**src/rtl/btn_pkg.sv**
```systemverilog
// Shared definitions for the push-button debouncer.
//   chan_state_t : per-channel debounce FSM state encoding
//   cnt_width()  : ceil(log2(n)) counter width, never less than 1 bit
package btn_pkg;

  typedef enum logic [1:0] {
    IDLE      = 2'd0,
    PRESS_CHK = 2'd1,
    HELD      = 2'd2,
    REL_CHK   = 2'd3
  } chan_state_t;

  function automatic int unsigned cnt_width(input int unsigned n);
    int unsigned w;
    w = 1;
    while (w < 32 && (32'd1 << w) < n) w++;
    return w;
  endfunction

endpackage

```
**src/rtl/btn_deb_chan.sv**
```systemverilog
// One debounce channel: 2-flop synchronizer, debounce FSM, debounce and
// auto-repeat counters, registered level/press/release outputs.
//   clk, rst_n : clock, asynchronous active-low reset
//   raw        : raw bouncing button input (1 = pressed)
//   level      : debounced level (1 while held or confirming a release)
//   press      : one-cycle pulse per accepted press / auto-repeat
//   rel        : one-cycle pulse per accepted release
module btn_deb_chan
  import btn_pkg::*;
#(
  parameter int unsigned DEB_CYCLES = 262144,
  parameter int unsigned RPT_CYCLES = 0
) (
  input  logic clk,
  input  logic rst_n,
  input  logic raw,
  output logic level,
  output logic press,
  output logic rel
);

  localparam int unsigned DW     = cnt_width(DEB_CYCLES);
  localparam int unsigned RW     = cnt_width(RPT_CYCLES + 1);
  localparam bit          RPT_EN = (RPT_CYCLES != 0);
  localparam logic [DW-1:0] DEB_LAST = DW'(DEB_CYCLES - 1);
  localparam logic [RW-1:0] RPT_LAST = RW'(RPT_EN ? RPT_CYCLES - 1 : 0);

  logic [1:0]    sync;
  logic          s;
  chan_state_t   state, state_n;
  logic [DW-1:0] deb_cnt, deb_n;
  logic [RW-1:0] rpt_cnt, rpt_n;
  logic          press_evt, rel_evt;
  logic          press_p, rel_p;

  assign s = sync[1];

  always_comb begin
    state_n   = state;
    deb_n     = deb_cnt;
    rpt_n     = rpt_cnt;
    press_evt = 1'b0;
    rel_evt   = 1'b0;
    case (state)
      IDLE: begin
        if (s) begin
          state_n = PRESS_CHK;
          deb_n   = '0;
        end
      end
      PRESS_CHK: begin
        if (!s) begin
          state_n = IDLE;
          deb_n   = '0;
        end else if (deb_cnt == DEB_LAST) begin
          state_n   = HELD;
          rpt_n     = '0;
          press_evt = 1'b1;
        end else begin
          deb_n = deb_cnt + 1'b1;
        end
      end
      HELD: begin
        if (!s) begin
          state_n = REL_CHK;
          deb_n   = '0;
        end else if (RPT_EN) begin
          if (rpt_cnt == RPT_LAST) begin
            rpt_n     = '0;
            press_evt = 1'b1;
          end else begin
            rpt_n = rpt_cnt + 1'b1;
          end
        end
      end
      REL_CHK: begin
        // Bounce back to HELD keeps the repeat phase (counter frozen here).
        if (s) begin
          state_n = HELD;
        end else if (deb_cnt == DEB_LAST) begin
          state_n = IDLE;
          rel_evt = 1'b1;
        end else begin
          deb_n = deb_cnt + 1'b1;
        end
      end
      default: state_n = IDLE;
    endcase
  end

  // Events are staged once so pulses line up with level, which is
  // registered from the already-updated state.
  always_ff @(posedge clk or negedge rst_n) begin
    if (!rst_n) begin
      sync    <= '0;
      state   <= IDLE;
      deb_cnt <= '0;
      rpt_cnt <= '0;
      press_p <= 1'b0;
      rel_p   <= 1'b0;
      press   <= 1'b0;
      rel     <= 1'b0;
      level   <= 1'b0;
    end else begin
      sync    <= {sync[0], raw};
      state   <= state_n;
      deb_cnt <= deb_n;
      rpt_cnt <= rpt_n;
      press_p <= press_evt;
      rel_p   <= rel_evt;
      press   <= press_p;
      rel     <= rel_p;
      level   <= (state == HELD) || (state == REL_CHK);
    end
  end

endmodule

```
**src/rtl/btn_debounce.sv**
```systemverilog
// Multi-channel push-button debouncer with optional auto-repeat.
//   Bus2IP_Clk    : clock
//   Bus2IP_Resetn : asynchronous active-low reset
//   btn_raw       : raw bouncing buttons, 1 = pressed
//   btn_level     : debounced levels (registered)
//   btn_press     : one-cycle pulse per accepted press / auto-repeat
//   btn_release   : one-cycle pulse per accepted release
module btn_debounce
  import btn_pkg::*;
#(
  parameter int unsigned NUM_BTN    = 3,
  parameter int unsigned DEB_CYCLES = 262144,
  parameter int unsigned RPT_CYCLES = 0
) (
  input  logic               Bus2IP_Clk,
  input  logic               Bus2IP_Resetn,
  input  logic [NUM_BTN-1:0] btn_raw,
  output logic [NUM_BTN-1:0] btn_level,
  output logic [NUM_BTN-1:0] btn_press,
  output logic [NUM_BTN-1:0] btn_release
);

  for (genvar i = 0; i < NUM_BTN; i++) begin : g_chan
    btn_deb_chan #(
      .DEB_CYCLES(DEB_CYCLES),
      .RPT_CYCLES(RPT_CYCLES)
    ) u_chan (
      .clk  (Bus2IP_Clk),
      .rst_n(Bus2IP_Resetn),
      .raw  (btn_raw[i]),
      .level(btn_level[i]),
      .press(btn_press[i]),
      .rel  (btn_release[i])
    );
  end

endmodule

```
**config.mk**
```make
export PLATFORM = sky130hd
export DESIGN_NAME = btn_debounce
export DESIGN_NICKNAME = d
export VERILOG_FILES = /design/src/rtl/btn_pkg.sv /design/src/rtl/btn_deb_chan.sv /design/src/rtl/btn_debounce.sv
export SDC_FILE = /design/constraint.sdc
export NUM_CORES = 1
export LEC_CHECK = 0
export BUFFER_PORTS_ARGS = -buffer_cell sky130_fd_sc_hd__buf_2
export CAP_MARGIN = 20
export CELL_PAD_IN_SITES_DETAIL_PLACEMENT = 0
export CELL_PAD_IN_SITES_GLOBAL_PLACEMENT = 1
export CORE_UTILIZATION = 45
export CTS_CLUSTER_SIZE = 20
export DETAILED_ROUTE_END_ITERATION = 7
export PLACE_DENSITY_LB_ADDON = 0.1
export SETUP_SLACK_MARGIN = 0.1
export SYNTH_ARGS = -nofsm -noshare
export SYNTH_HDL_FRONTEND = slang
export SYNTH_SLANG_ARGS = --single-unit
```
**constraint.sdc**
```tcl
create_clock -name Bus2IP_Clk -period 3.7 [get_ports Bus2IP_Clk]
set_input_delay 0.74 -clock Bus2IP_Clk [delete_from_list [all_inputs] [get_ports Bus2IP_Clk]]
set_output_delay 0.74 -clock Bus2IP_Clk [all_outputs]
set_load 0.02 [all_outputs]
```
Yosys cells after proc, flatten, opt, wreduce, memory -nomap -nowiden
Index checks and enable logic that the tools add are counted.

Bits in registers: 81. Input port bits: 5. Output and inout port bits: 9.

Mux-type cells: 54. Equality and inequality tests: 27. Reduce and logical (&&, ||, !) cells: 12. Add/sub/neg operators: 3.

Operators by type and width (count): $mux 18 (15); $pmux 18 s4 (3); $add 18x1->18 const B (3); $eq 18x18->1 const B (3); $mux 2 (18); $pmux 2 s4 (3); $mux 1 (15); $eq 2x2->1 const B (6); $ne 2x2->1 const B (6); $reduce_and 4->1 (3); $ne 3x1->1 const B (3); $ne 3x3->1 const B (3); $reduce_and 3->1 (3); $eq 2x1->1 const B (3); $logic_not 2->1 (3); $ne 2x1->1 const B (3); $logic_or 1x1->1 (3).

Logic depth before layout (Yosys ltp)
Gate-level depths: netlist of the first run.

Word-level depth: 4. Gate-level depth with buffers: 7. Depth with buffers taken out: 6.

Cells and area by module
From an unflattened synthesis of the first run, not the netlist that was laid out.

Cell total of the unflattened synthesis: 423. Area total of the unflattened synthesis: 4261.6 um2.

By module, submodules not included: btn_deb_chan (g_chan[0].u_chan ...) (area each 1478.9 um2, seq. area each 675.6 um2, cells an instance 148, instances 2); btn_deb_chan (g_chan[2].u_chan) (area each 1303.8 um2, seq. area each 675.6 um2, cells an instance 127, instances 1).

Worst setup path after synthesis of the first run
Ideal clock, no wire load.

Path type: reg-to-reg. Start: register g_chan[2].u_chan.deb_cnt[0]. End: register g_chan[2].u_chan.deb_cnt[9]. Clock period less this slack: 1.897 ns. Cell stages (with the launch flop): 8. Setup time: 0.126 ns. Slack: 1.803 ns. Arrival time: 1.771 ns. Cells stage by stage: dfrtp_1 > ha_1 > nand3_1 > nor4_4 > a211o_1 > buf_2 > o211a_1 > a311o_1.

Longest elaborated chain between the ends: 4. Elaborated cells on any way between the ends: 6.

RTL lines: start: declaration (line btn_deb_chan.sv:31) `logic [DW-1:0] deb_cnt, deb_n;`; start signal: assignment (line btn_deb_chan.sv:107) `deb_cnt <= deb_n;`; $add 18x1->18 / $eq 18x18->1 (equally long branches); $mux 18 * (line btn_deb_chan.sv:55, btn_deb_chan.sv:80); $mux 18 (on tied branches) (line btn_deb_chan.sv:78, btn_deb_chan.sv:52); $pmux 18 s4 * (line btn_deb_chan.sv:44) `case (state)`.

Mark *: on every way between the ends. The rest lies on a longest branch, timed or not. The select of a mux whose other input is x is not followed. A chain may end at the register's enable or synchronous reset.

Worst setup path after layout of the first run
Start: register g_chan[2].u_chan.deb_cnt[1]. End: register g_chan[2].u_chan.deb_cnt[8].

The elaborated chain is that of the path after synthesis.

==> results by stage, run 1 <==
Pwr:
- The power per standard cell area is 381 mW/mm^2.
- The analysis attributes to cell leakage a power of 1.86 nW.
- The largest vdd supply drop is 0.206 mV.
- The total power after layout is 0.00170 W.

Global route:
- The initial antenna violation count came to 0.
- The via count of the first global-routing pass is 2994.
- The maximum number of pins on one net before global-route repair is 82.
- The global-route wire length before repair is 14500 um.
- After global routing the overflow that remains totals 0.
- In the global route stage, overall resource usage came out at about a fifth.

Clocking:
- In this run the number of H-tree levels came out at 3.
- The count of buffers added by post-CTS timing repair for setup is 0.
- The clock reaches the later pin of the worst-skew pair after 0.35 ns.
- TritonCTS built the clock tree.
- The post-CTS clock slew at the launch and capture registers of the worst setup and hold paths is 0.09 ns.
- In this run, post-CTS repair resized a total of 0 instances.
- The number of clock sinks is 81.
- The clock tree buffer depth is 2.
- The total clock buffers created by CTS is 9.
- The root cell of the clock tree is sky130_fd_sc_hd__clkbuf_8.
- Buffers inserted to repair hold after CTS numbered 0.

Yosys:
- The number of nets in the synthesized netlist is 431.
- The total of flip-flops plus latches after synthesis is 81.
- The average instance in the mapped netlist occupies about 10 sq um.
- Synthesis handed over a netlist of about 420 instances.
- Counting flops with a built-in enable in the synthesized netlist gives 0.
- The post-synthesis async set-or-reset flop share is 100%.
- Among all flip-flop cells after synthesis, the most frequent one is sky130_fd_sc_hd__dfrtp_1.
- Of the synthesized area, sequential elements account for roughly 49%.
- Synthesis instantiated 50 different standard cells from the library.
- The total of warnings raised by yosys is 0.
- The post-synthesis cell area is 0.00414 sq mm.

STA:
- Based on the critical path, the design can be clocked at up to roughly 440 MHz.
- The sum of negative setup slack is 0 ns.
- Counting I/O delays and the setup requirement, the final critical path takes 2.27 ns.
- Setup repair after global routing left no endpoint under its margin.
- Headroom to the max-slew limit came out at 43.7%.
- The total count of hold-check failures in the final report is 0.
- For the pin with the worst max-slew slack, the measured transition is 0.841 ns.
- The part of the cycle the worst path needs is about three fifths.
- The max-slew violation count came to 0.
- Setup violations remaining at the end of the flow were counted as 0.
- Across the routed clock network, the largest skew measured is 0.00848 ns.

Detailed routing:
- The number of search-and-repair iterations in the first detailed-routing pass is 6.
- The detail route stage leaves a number of antenna-violating nets equal to 0.
- The average wire per cell in the routed design is between 15 and 20 um.
- After detailed routing, the number of remaining DRC violations is 2.
- The total length of routed wires is between 8000 and 9000 um.
- Across all layers, the routed design uses 3102 vias.
- In the routed layout, each cell is associated on average with a via count of 5.79.
- The number of violations reported at the end of detailed-routing iteration 0 is 147.

Place:
- Detailed placement finished with a half-perimeter wire length of 5410 um.
- The global placement routability congestion is between 0.8 and 0.9.
- The quantity of I/O buffers inserted on ports is 13.

Floorplan:
- The number of I/O pins is 14.
- For this configuration, the core starts out at a cell density of about 47%.
- The area of the core region is 0.00881 sq mm.
- The die area is 0.00960 sq mm.
- The die extent in y is slightly below 100 um.
- The x dimension of the die is 98.0 um.
- In this run the core area contains 34 standard-cell rows.

Cells and area:
- Of the cells placed in the final design, the portion with a size suffix greater than 1 is 9.11%.
- The net count of the finished layout is about 430.
- The final core utilization is 50.5%.
- From synthesis to final layout, the design area changed by 7.40%.
- Fill cells in the final layout number 810.
- In the layout the commonest cells are 81 x sky130_fd_sc_hd__dfrtp_1, 39 x sky130_fd_sc_hd__nand2_1, 39 x sky130_fd_sc_hd__nor2_1, 24 x sky130_fd_sc_hd__nand3_1, 17 x sky130_fd_sc_hd__a21oi_1.
- The number of antenna diodes in the final layout is 0.
- The most common cell after layout, fill and taps aside is sky130_fd_sc_hd__dfrtp_1.

Critical path:
- The cell type of the slowest stage on the worst timing path is sky130_fd_sc_hd__nor3_1.
- The delay of the slowest cell on the worst path is about 0.62 ns.
- The critical path data arrival time is approximately 2.6 ns.
- The critical path goes through ha_1, nand3_1, nor3_1, o21ai_1, or4_1, nand2_1.
- The sort of element at the start of the critical path is a flop.
- The top fanout value on the critical path is 5.
- By startpoint and endpoint, the worst setup path is classified as flop to flop.
- The type of element capturing the critical path is a flop.
- The data required time of the critical path is 3.99 ns.

Status:
- The run finished, with violations left.
- The checks that failed: DRC.

Hold path:
- The class of the tightest hold or removal check is primary input to asynchronous set/reset pin.

Flow run:
- The max-capacitance violation count is 0.
[metal layers]
layer	vias up	GRT usage, %	wire length (um)
met3	9	5.23	283
li1	1548	-	-
met2	44	29.6	3710
met5	-	0	0
met4	0	5.36	86
met1	1501	25.8	3960
[synth_stat cells (all sizes together), types with 2 or more instances]
cell	n	area share (%)
a2111oi	2	0.60
a211o	2	0.42
a211oi	6	1.1
a21o	2	0.36
a21oi	17	2.1
a31oi	3	0.45
a41oi	4	0.85
and2	13	2.0
and3	4	0.60
and4	9	1.9
buf	13	2.3
clkbuf	13	1.2
dfrtp	81	49
ha	3	0.91
inv	5	0.45
mux2	3	0.82
mux2i	2	0.48
nand2	39	3.5
nand3	24	2.9
nand4	12	2.2
nor2	39	3.5
nor2b	4	0.60
nor3	12	1.4
nor3b	5	0.91
nor4	7	1.4
o2111a	2	0.54
o2111ai	4	0.85
o211a	2	0.48
o211ai	16	2.9
o21a	4	0.72
o21ai	15	1.8
o31ai	5	0.91
or3	7	1.1
or4	9	1.6
xnor2	16	3.4
xor2	11	2.3
[flip-flops by register name (all words and copies together), names as in the netlist, named ones only]
signal,count
g_chan.u_chan.deb_cnt,54
g_chan.u_chan.state,3
g_chan.u_chan.rel_p,3
g_chan.u_chan.press_p,3
g_chan.u_chan.rel,3
g_chan.u_chan.level,3
g_chan.u_chan.press,3
g_chan.u_chan.sync,6
[stage by stage]
step	cells	setup WS [ns]	hold slack (ns)	instance area, sq um
global route	536	1.19	0.337	4450
floorplan	423	1.80	0.331	4140
CTS	535	1.46	0.352	4420
detailed placement	519	1.49	0.335	4210
global placement	519	1.55	0.332	4210
finish	536	1.43	0.323	4450
[worst max-delay path, delay by kind of cell (launching register included)]
| kind | cells | cell delay, ns |
|---|---|---|
| AND/OR/NAND/NOR | 4 | 1.32 |
| adder cells (fa/ha/maj) | 1 | 0.22 |
| flip-flops | 1 | 0.42 |
| AO/OA/AOI/OAI | 1 | 0.24 |
[kinds of logic (layout without fill, tap and decap cells)]
kind of cell    after synthesis  count (layout)  synth area share (%)
simple gates                186             186                  24.0
mux                           5               5                  1.30
buf+inv                      31              36                  3.89
xor+xnor                     27              27                  5.71
compound gates               90              90                  15.3
flops                        81              81                  48.9
fa+ha+maj                     3               3                 0.906
[cell type report]
class                   instances  area (sq um)  area share [%]
well taps                     108           135            3.04
flip-flops and latches         81          2030            45.5
clock buffers                  10           138            3.09
multi-input cells             311          1960            43.9
clock inverters                 6          73.8            1.66
inverters                       5          18.8           0.422
repair buffers                 15           103            2.31
[path summary, 6_finish.rpt]
kind                                              from  depth (start not counted)  slack (ns)                     endpoint
max                        g_chan[2].u_chan.deb_cnt[1]                          6        1.43  g_chan[2].u_chan.deb_cnt[8]
min                                      Bus2IP_Resetn                          1        0.32       g_chan[2].u_chan.rel_p
max reg2reg                g_chan[2].u_chan.deb_cnt[1]                          6        1.43  g_chan[2].u_chan.deb_cnt[8]
min reg2reg                   g_chan[1].u_chan.sync[0]                          0        0.35     g_chan[1].u_chan.sync[1]
max in group asynchronous                Bus2IP_Resetn                          2        2.79  g_chan[2].u_chan.deb_cnt[7]
min in group Bus2IP_Clk       g_chan[1].u_chan.sync[0]                          0        0.35     g_chan[1].u_chan.sync[1]
[report_power, final]
group | internal, W | leakage, nW | total (W) | switching (W)
Sequential | 0.000900 | 1.11 | 0.000921 | 0.0000207
Clock | 0.000339 | 0.107 | 0.000681 | 0.000343
Combinational | 0.0000330 | 0.645 | 0.0000954 | 0.0000625
Total | 0.00127 | 1.86 | 0.00170 | 0.000426
Power figures use the tool's default switching activity.
==> inputs of run 2 (changes only) <==
clock period = 2.1 ns   (was 3.7 ns; I/O delays follow)
==> run 2 against run 1 <==
Effect of this change: the run still ends with DRC left; design area increased by 4.3%; combinational power increased by 110%; critical endpoint is now g_chan[2].u_chan.deb_cnt[9]; routed wire length increased by 6.1%; sequential power increased by 76%; final cell count increased by 4.1%.
==> results by stage, run 2 (synthesis results as in run 1) <==
Status:
- The run finished, with violations left.
- The final reports fail on DRC.

Pwr:
- The reported net switching power is 0.000775 W (+82%).
- The portion of total power attributed to sequential cells was 53.3% (-0.9 points).
- The share of total power in combinational logic came to 6.7% (+1.1 points).
- The switching fraction of total power was 25.5% (+0.46 points).
- The clock network fraction of total power is 40.0% (about the same).
- The internal cell power is 0.00226 W (+78%).
- The largest vdd supply drop is 0.358 mV (+74%).
- The leakage power came to 1.96 nW (+5.5%).
- The total power after layout is 0.00304 W (+79%).
- The power per standard cell area is 654 mW/mm^2 (+71%).

Clocking:
- The source-to-sink clock delay at the later pin of the worst-skew pair came to 0.36 ns (about the same).
- The number of clock sinks is 81 (unchanged).
- The clock tree buffer depth is 2 (unchanged).
- TritonCTS built the clock tree.
- The total clock buffers created by CTS was 9 (unchanged).
- The count of H-tree levels built during CTS is 3 (unchanged).
- The post-CTS clock slew at the launch and capture registers of the worst setup and hold paths is 0.09 ns (about the same).
- CTS placed an instance of sky130_fd_sc_hd__clkbuf_8 at the clock tree root.

STA:
- The achievable frequency is 515 MHz (+17%).
- The total count of hold-check failures in the final report was 0 (unchanged).
- The setup clock skew after layout was 0.00632 ns (-0.00217 ns).
- The count of final setup violators is 0 (unchanged).
- The final worst-path setup slack is 0.157 ns (-1.28 ns).
- The part of the cycle the worst path needs is 92.5% (+31 points).
- Setup repair after global routing could not meet its margin everywhere.
- The max-slew violation count is 0 (unchanged).
- The worst-case headroom to the max-slew limit is 55.2% (+11 points).
- The measured slew at the worst slew-check pin is 0.664 ns (-0.176 ns).
- The final critical delay including setup and external delays is 1.94 ns (-0.325 ns).
- The sum of negative setup slack is 0 ns (unchanged).

Global route:
- The total congestion overflow is 0 (unchanged).
- The maximum number of pins on one net before global-route repair is 82 (unchanged).
- The initial antenna violation count came to 0 (unchanged).
- The global-route wire length before repair is 15000 um (+3.2%).
- The aggregate global-route resource usage was 19.6% (+0.63 points).
- The via count of the first global-routing pass is 3144 (+5.0%).

Detailed routing:
- The via count normalized by instance count is 5.76 (-0.54%).
- The remaining design rule violation count is 2 (unchanged).
- The number of violations reported at the end of detailed-routing iteration 0 is 187 (+27%).
- The average wire per cell in the routed design is 15.3 um (+1.9%).
- The number of nets still failing antenna checks after routing is 0 (unchanged).
- The total length of routed wires was 8530 um (+6.1%).
- The total number of vias is 3212 (+3.5%).
- The number of search-and-repair iterations in the first detailed-routing pass came to 6 (unchanged).

Cells and area:
- The net count of the finished layout is 453 (+5.1%).
- The top register by number of flip-flops is g_chan.u_chan.deb_cnt.
- The number of flip-flops under the largest register name is 54 (unchanged).
- The final core utilization is 52.7% (+2.2 points).
- The largest registers in the layout are g_chan.u_chan.deb_cnt x54, g_chan.u_chan.sync x6.
- The most common cell after layout, fill and taps aside is sky130_fd_sc_hd__dfrtp_1.
- The proportion of layout cells with a drive suffix above 1 was 15.3% (+6.2 points).
- The diode insertion count for antenna repair is 0 (unchanged).
- The top cell types in the final layout, fill and taps aside, are 80 x sky130_fd_sc_hd__dfrtp_1, 39 x sky130_fd_sc_hd__nor2_1, 38 x sky130_fd_sc_hd__nand2_1, 24 x sky130_fd_sc_hd__buf_4, 23 x sky130_fd_sc_hd__nand3_1.
- The filler cell count in the final layout is 823 (+1.6%).
- The area added between synthesis and finish is 12.0%.

Critical path:
- The worst setup slack for register-to-register paths is 0.16 ns (-1.28 ns).
- The worst setup path is launched from a flop.
- Walking the worst path, the cells encountered are and4_1, and2_1, a211o_4, o211a_1, a311o_1.
- The type of element capturing the critical path is a flop.
- The delay of the slowest cell on the worst path came to 0.43 ns (-0.19 ns).
- The critical path buffer and inverter count is 0 (unchanged).
- The critical path is of the flop to flop type.
- The number of cells on the worst reg-to-reg path was 5 (-1).
- In this run the critical register-to-register path is launched from g_chan[2].u_chan.deb_cnt[13].
- The cell type group with the largest total delay on the critical path is compound AO/OA/AOI/OAI gates.
- The worst reg2reg path endpoint is g_chan[2].u_chan.deb_cnt[9].
- The cell type of the slowest stage on the worst timing path is sky130_fd_sc_hd__dfrtp_1.
- The critical path data arrival time is 2.19 ns (-0.37 ns).
- The data required time of the critical path is 2.35 ns (-1.64 ns).
- The top fanout value on the critical path was 11 (+6).

Floorplan:
- The die extent in y is 98.0 um (unchanged).
- The number of I/O pins is 14 (unchanged).
- The die area is 0.00960 sq mm (unchanged).
- The area of the core region is 0.00881 sq mm (unchanged).
- The number of rows created at floorplan is 34 (unchanged).
- The starting density of the core is 47.1% (unchanged).
- The x dimension of the die is 98.0 um (unchanged).

Flow run:
- The max-capacitance violation count is 0 (unchanged).

Hold path:
- The min-delay analysis places its worst path in the category primary input to asynchronous set/reset pin.

Place:
- The placed wire-length estimate is 5790 um (+6.9%).
- The global placement routability congestion is 0.788 (-4.5%).
- The quantity of I/O buffers inserted on ports is 13 (unchanged).
- The post-place setup slack is 0.0958 ns (-1.40 ns).
==> run 2: how the worst max path moves through the flow <==
stage                                             from                          end  slack [ns]  depth (start not counted)
after global placement    g_chan[2].u_chan.deb_cnt[13]  g_chan[2].u_chan.deb_cnt[9]        0.15                          5
after detailed placement   g_chan[2].u_chan.deb_cnt[0]  g_chan[2].u_chan.deb_cnt[9]         0.1                          6
after CTS                  g_chan[2].u_chan.deb_cnt[1]  g_chan[2].u_chan.deb_cnt[9]         0.1                          6
after global routing      g_chan[0].u_chan.deb_cnt[12]  g_chan[0].u_chan.deb_cnt[8]        0.09                          5
after floorplan            g_chan[2].u_chan.deb_cnt[0]  g_chan[2].u_chan.deb_cnt[9]        0.20                          7
final                     g_chan[2].u_chan.deb_cnt[13]  g_chan[2].u_chan.deb_cnt[9]        0.16                          5
==> run 2: metal layers <==
layer / share of wire [%] / wire, um / global-route usage, %
met2: 46 / 3940 / 30.1
met3: 2.9 / 251 / 4.01
met4: 1.1 / 98 / 7.58
met1: 50 / 4240 / 27.2
met5: 0 / 0 / 0
==> run 2: worst reg2reg max path: stages, from the launching register on <==
cell                      delay, ns
sky130_fd_sc_hd__dfrtp_1       0.43
sky130_fd_sc_hd__and4_1        0.26
sky130_fd_sc_hd__and2_1        0.22
sky130_fd_sc_hd__a211o_4       0.40
sky130_fd_sc_hd__o211a_1       0.22
sky130_fd_sc_hd__a311o_1       0.31
==> run 2: stage by stage <==
step / std cells / hold slack [ns] / instance area (sq um)
6_report: 558 / 0.0797 / 4640
3_3_place_gp: 541 / 0.332 / 4390
5_1_grt: 558 / 0.0893 / 4640
2_1_floorplan: 423 / 0.124 / 4140
3_5_place_dp: 541 / 0.336 / 4390
4_1_cts: 557 / 0.0782 / 4610
==> run 2: repair_timing <==
item	in CTS	in global routing
hold buffers	0	0
resized for setup	2	7
setup buffers	0	1
endpoints found under the setup margin	3	15
endpoints found under the hold margin	0	0
==> run 2: area by class of cell <==
type | count | area (sq um) | area share, %
Clock buffer | 10 | 138 | 2.97
Clock inverter | 6 | 73.8 | 1.59
Inverter | 5 | 18.8 | 0.404
Multi-Input combinational cell | 311 | 1990 | 42.8
Sequential cell | 81 | 2030 | 43.7
Tap cell | 108 | 135 | 2.91
Timing Repair Buffer | 37 | 260 | 5.61
==> run 2: power by group through the flow <==
stage          clock network [W]  registers (W)  logic, W
6_report                 0.00121        0.00162  0.000203
2_1_floorplan                  0        0.00164  0.000109
3_3_place_gp                   0        0.00165  0.000198
4_1_cts                  0.00127        0.00162  0.000202
3_5_place_dp                   0        0.00165  0.000201
5_1_grt                  0.00133        0.00162  0.000232
==> inputs of run 3 (changes only) <==
ABC_AREA = 1   (was default)
CTS_BUF_LIST = sky130_fd_sc_hd__clkbuf_4 sky130_fd_sc_hd__clkbuf_8   (was default)
==> run 3 against run 2 <==
Effect of this change: the flow now finishes without violations; via count grew 24%; worst hold slack worse by 0.054 ns; synthesized cell count grew 52%; global-route usage increased by 0.45 points; area after synthesis up 16%; design area increased by 12%; fmax is 7.0% higher; non-clock buffer count fell by 7; die area up 16%; final cell count increased by 43%; routed wire length increased by 18%; critical path type unchanged; critical endpoint is now g_chan[1].u_chan.deb_cnt[1]; largest cell class is now multi-input gates.
==> results by stage, run 3 <==
STA:
- The max-slew violation count is 0 (unchanged).
- The part of the cycle the worst path needs is 86.5% (-6.0 points).
- The total count of hold-check failures in the final report is 0 (unchanged).
- The measured slew at the worst slew-check pin was 0.673 ns (+0.00849 ns).
- The sum of negative setup slack is 0 ns (unchanged).
- The setup clock skew after layout is 0.00797 ns (+0.00165 ns).
- The achievable frequency is 550 MHz (+7.0%).
- The worst-case headroom to the max-slew limit is 55.0% (-0.23 points).
- Setup repair after global routing left no endpoint under its margin.
- The count of final setup violators came to 0 (unchanged).
- The final critical delay including setup and external delays was 1.82 ns (-0.126 ns).

Critical path:
- The worst setup slack for register-to-register paths is 0.28 ns (+0.13 ns).
- The worst reg2reg path endpoint is g_chan[1].u_chan.deb_cnt[1].
- The type of element capturing the critical path is a flop.
- The critical path data arrival time is 2.06 ns (-0.13 ns).
- The startpoint-to-endpoint class of the critical path is flop to flop.
- The data required time of the critical path is 2.35 ns (about the same).
- The sort of element at the start of the critical path is a flop.
- The top fanout value on the critical path is 13 (+2).
- The number of cells on the worst reg-to-reg path is 3 (-2).

Yosys:
- The most used standard cell by instance count after synthesis is sky130_fd_sc_hd__nand2_1.
- The post-synthesis cell area is 0.00483 sq mm (+16%).
- The sequential fraction of the synthesis area is 42.0% (-6.9 points).
- The average cell area after synthesis was 7.50 sq um (-23%).
- The post-synthesis async set-or-reset flop share was 100% (unchanged).
- In the post-synthesis netlist, the biggest area contributors are sky130_fd_sc_hd__dfrtp_1 42%, sky130_fd_sc_hd__nand2_1 15%, sky130_fd_sc_hd__inv_1 5.7%, sky130_fd_sc_hd__nor2_1 5.2%, sky130_fd_sc_hd__nand3_1 4.4%.
- The area share of the largest cell type after synthesis is 42.0% (-6.9 points).
- The synthesized netlist net count is 652 (+51%).
- The library cell occupying the most area in the post-synthesis netlist is sky130_fd_sc_hd__dfrtp_1.
- The number of distinct library cells after synthesis is 40 (-20%).
- The commonest cells after synthesis are 190 x sky130_fd_sc_hd__nand2_1, 81 x sky130_fd_sc_hd__dfrtp_1, 73 x sky130_fd_sc_hd__inv_1, 67 x sky130_fd_sc_hd__nor2_1, 42 x sky130_fd_sc_hd__nand3_1.
- The total of flip-flops plus latches after synthesis is 81 (unchanged).
- The total of warnings raised by yosys came to 0 (unchanged).
- The most used flip-flop cell after synthesis is sky130_fd_sc_hd__dfrtp_1.
- The number of instances in the synthesized netlist is 644 (+52%).
- The count of flip-flops with a built-in enable after synthesis is 0 (unchanged).

Floorplan:
- The die area is 0.0111 sq mm (+16%).
- The area of the core region came to 0.0104 sq mm (+18%).
- The x dimension of the die was 106 um (+7.8%).
- The starting density of the core is 46.5% (-0.51 points).
- The number of I/O pins came to 14 (unchanged).
- The die extent in y is 106 um (+7.8%).
- The number of rows created at floorplan came to 37 (+8.8%).

Global route:
- The initial antenna violation count is 0 (unchanged).
- The total congestion overflow was 0 (unchanged).
- The via count of the first global-routing pass came to 3841 (+22%).
- The aggregate global-route resource usage is 20.0% (+0.45 points).
- The maximum number of pins on one net before global-route repair is 42 (-49%).
- The global-route wire length before repair is 17800 um (+19%).

Detailed routing:
- The average wire per cell in the routed design is 12.6 um (-18%).
- The via count normalized by instance count is 4.97 (-14%).
- The number of violations reported at the end of detailed-routing iteration 0 is 179 (-4.3%).
- The number of search-and-repair iterations in the first detailed-routing pass is 4 (-2).
- The number of nets still failing antenna checks after routing is 0 (unchanged).
- The total number of vias is 3975 (+24%).
- The total length of routed wires is 10100 um (+18%).
- The remaining design rule violation count is 0 (-2).

Clocking:
- The root cell of the clock tree is sky130_fd_sc_hd__clkbuf_8.
- The total clock buffers created by CTS is 9 (unchanged).
- The count of H-tree levels built during CTS was 3 (unchanged).
- The clock tree from TritonCTS is built.
- The clock tree buffer depth is 2 (unchanged).
- The source-to-sink clock delay at the later pin of the worst-skew pair is 0.36 ns (about the same).
- The number of clock sinks is 81 (unchanged).
- The post-CTS clock slew at the launch and capture registers of the worst setup and hold paths is 0.09 ns (about the same).

Pwr:
- The largest vdd supply drop came to 0.392 mV (+9.5%).
- The total power after layout was 0.00349 W (+15%).
- The leakage power is 2.54 nW (+30%).
- The power per standard cell area is 669 mW/mm^2 (+2.4%).

Cells and area:
- Leaving out fill and tap cells, the most frequent cell in the layout is sky130_fd_sc_hd__nand2_1.
- The cell area after layout is 0.00522 sq mm (+12%).
- The proportion of layout cells with a drive suffix above 1 is 14.8% (-0.55 points).
- The filler cell count in the final layout is 1031 (+25%).
- Compared with the post-synthesis result, the final layout area differs by 8.09%.
- In the layout the commonest cells are 190 x sky130_fd_sc_hd__nand2_1, 80 x sky130_fd_sc_hd__dfrtp_1, 72 x sky130_fd_sc_hd__inv_1, 66 x sky130_fd_sc_hd__nor2_1, 42 x sky130_fd_sc_hd__nand3_1.
- The number of flip-flops under the largest register name is 54 (unchanged).
- The largest registers in the layout are g_chan.u_chan.deb_cnt x54, g_chan.u_chan.sync x6.
- The top register by number of flip-flops is g_chan.u_chan.deb_cnt.
- The diode insertion count for antenna repair is 0 (unchanged).
- The net count of the finished layout was 666 (+47%).

Place:
- The global placement routability congestion is 0.777 (-1.4%).
- The cell area after placement is 0.00497 sq mm (+13%).
- The quantity of I/O buffers inserted on ports is 13 (unchanged).
- The placed wire-length estimate was 7410 um (+28%).

Flow run:
- The max-capacitance violation count is 0 (unchanged).

Hold path:
- In this run the worst hold path is classified as primary input to asynchronous set/reset pin.

Status:
- The flow ran to the end, and the final reports show no timing, DRC or antenna violations.
run 3: cell types whose count changed after synthesis, sizes merged, moves of 7 or more:
| cell | delta |
|---|---|
| nand3 | +20 |
| or4 | -9 |
| and2 | -13 |
| nor2 | +45 |
| inv | +76 |
| o21ai | +22 |
| nand4 | +7 |
| xnor2 | -11 |
| nand2 | +161 |
| or3 | -7 |
| and4 | -9 |
run 3: worst max-delay path, cell delays in order, from the launching register on:
cell and delay, ns:
sky130_fd_sc_hd__dfrtp_1 0.45, sky130_fd_sc_hd__o211ai_2 0.59, sky130_fd_sc_hd__nand2_1 0.41, sky130_fd_sc_hd__nor3b_1 0.26
run 3: cells by family after synthesis:
family                     after synthesis  synth area share [%]
xor gates and xnor gates                14                  2.54
DFF                                     81                  42.0
adders and majority gates                3                 0.778
buffers and inverters                  109                  9.93
AOI/OAI and AO/OA                       75                  9.38
and+or+nand+nor                        362                  35.4
run 3: timing repair:
item	4_1_cts	5_1_grt
hold buffers	0	0
buffers inserted	0	7
gates resized for setup	0	4
endpoints found under the setup margin	0	16
run 3: metal layers:
metal | vias to the layer above | part of all wire, % | GRT usage, % | wire length [um]
met5 | - | 0 | 0 | 0
met4 | 0 | 1.2 | 7.64 | 125
met3 | 11 | 2.4 | 2.91 | 238
met2 | 45 | 48 | 33.6 | 4850
met1 | 1852 | 48 | 26.2 | 4860
li1 | 2067 | - | - | -
run 3: worst max-delay path by stage:
stage	slack [ns]	end	cells past startpoint	start
final	0.28	g_chan[1].u_chan.deb_cnt[1]	3	flop
after global routing	0.10	g_chan[2].u_chan.deb_cnt[1]	7	g_chan[2].u_chan.sync[1]
after CTS	0.16	g_chan[2].u_chan.deb_cnt[1]	9	g_chan[2].u_chan.deb_cnt[0]
after detailed placement	0.18	g_chan[2].u_chan.deb_cnt[1]	9	g_chan[2].u_chan.deb_cnt[0]
after global placement	0.22	g_chan[2].u_chan.deb_cnt[0]	9	g_chan[2].u_chan.deb_cnt[0]
after floorplan	0.53	g_chan[0].u_chan.deb_cnt[12]	9	g_chan[0].u_chan.deb_cnt[0]
run 3: metrics by stage:
step | cells | hold slack [ns] | util (%) | worst slack, ns
after floorplan | 644 | 0.124 | - | 0.525
after global placement | 776 | 0.332 | 47.9 | 0.225
after detailed placement | 776 | 0.335 | 47.9 | 0.181
after CTS | 792 | 0.0410 | 49.7 | 0.158
after global routing | 799 | 0.0509 | 50.3 | 0.105
final | 799 | 0.0257 | 50.3 | 0.283
run 3: layout make-up:
type / instances / area, sq um / area share [%]
Clock buffer: 9 / 124 / 2.37
Sequential cell: 81 / 2030 / 38.9
Timing Repair Buffer: 30 / 195 / 3.74
Tap cell: 136 / 170 / 3.26
Clock inverter: 7 / 61.3 / 1.18
Multi-Input combinational cell: 454 / 2330 / 44.7
Inverter: 82 / 308 / 5.90
run 3: power by group:
group | switching, W | internal [W]
Clock | 0.000645 | 0.000452
Sequential | 0.0000804 | 0.00163
Combinational | 0.000481 | 0.000204
Total | 0.00121 | 0.00229
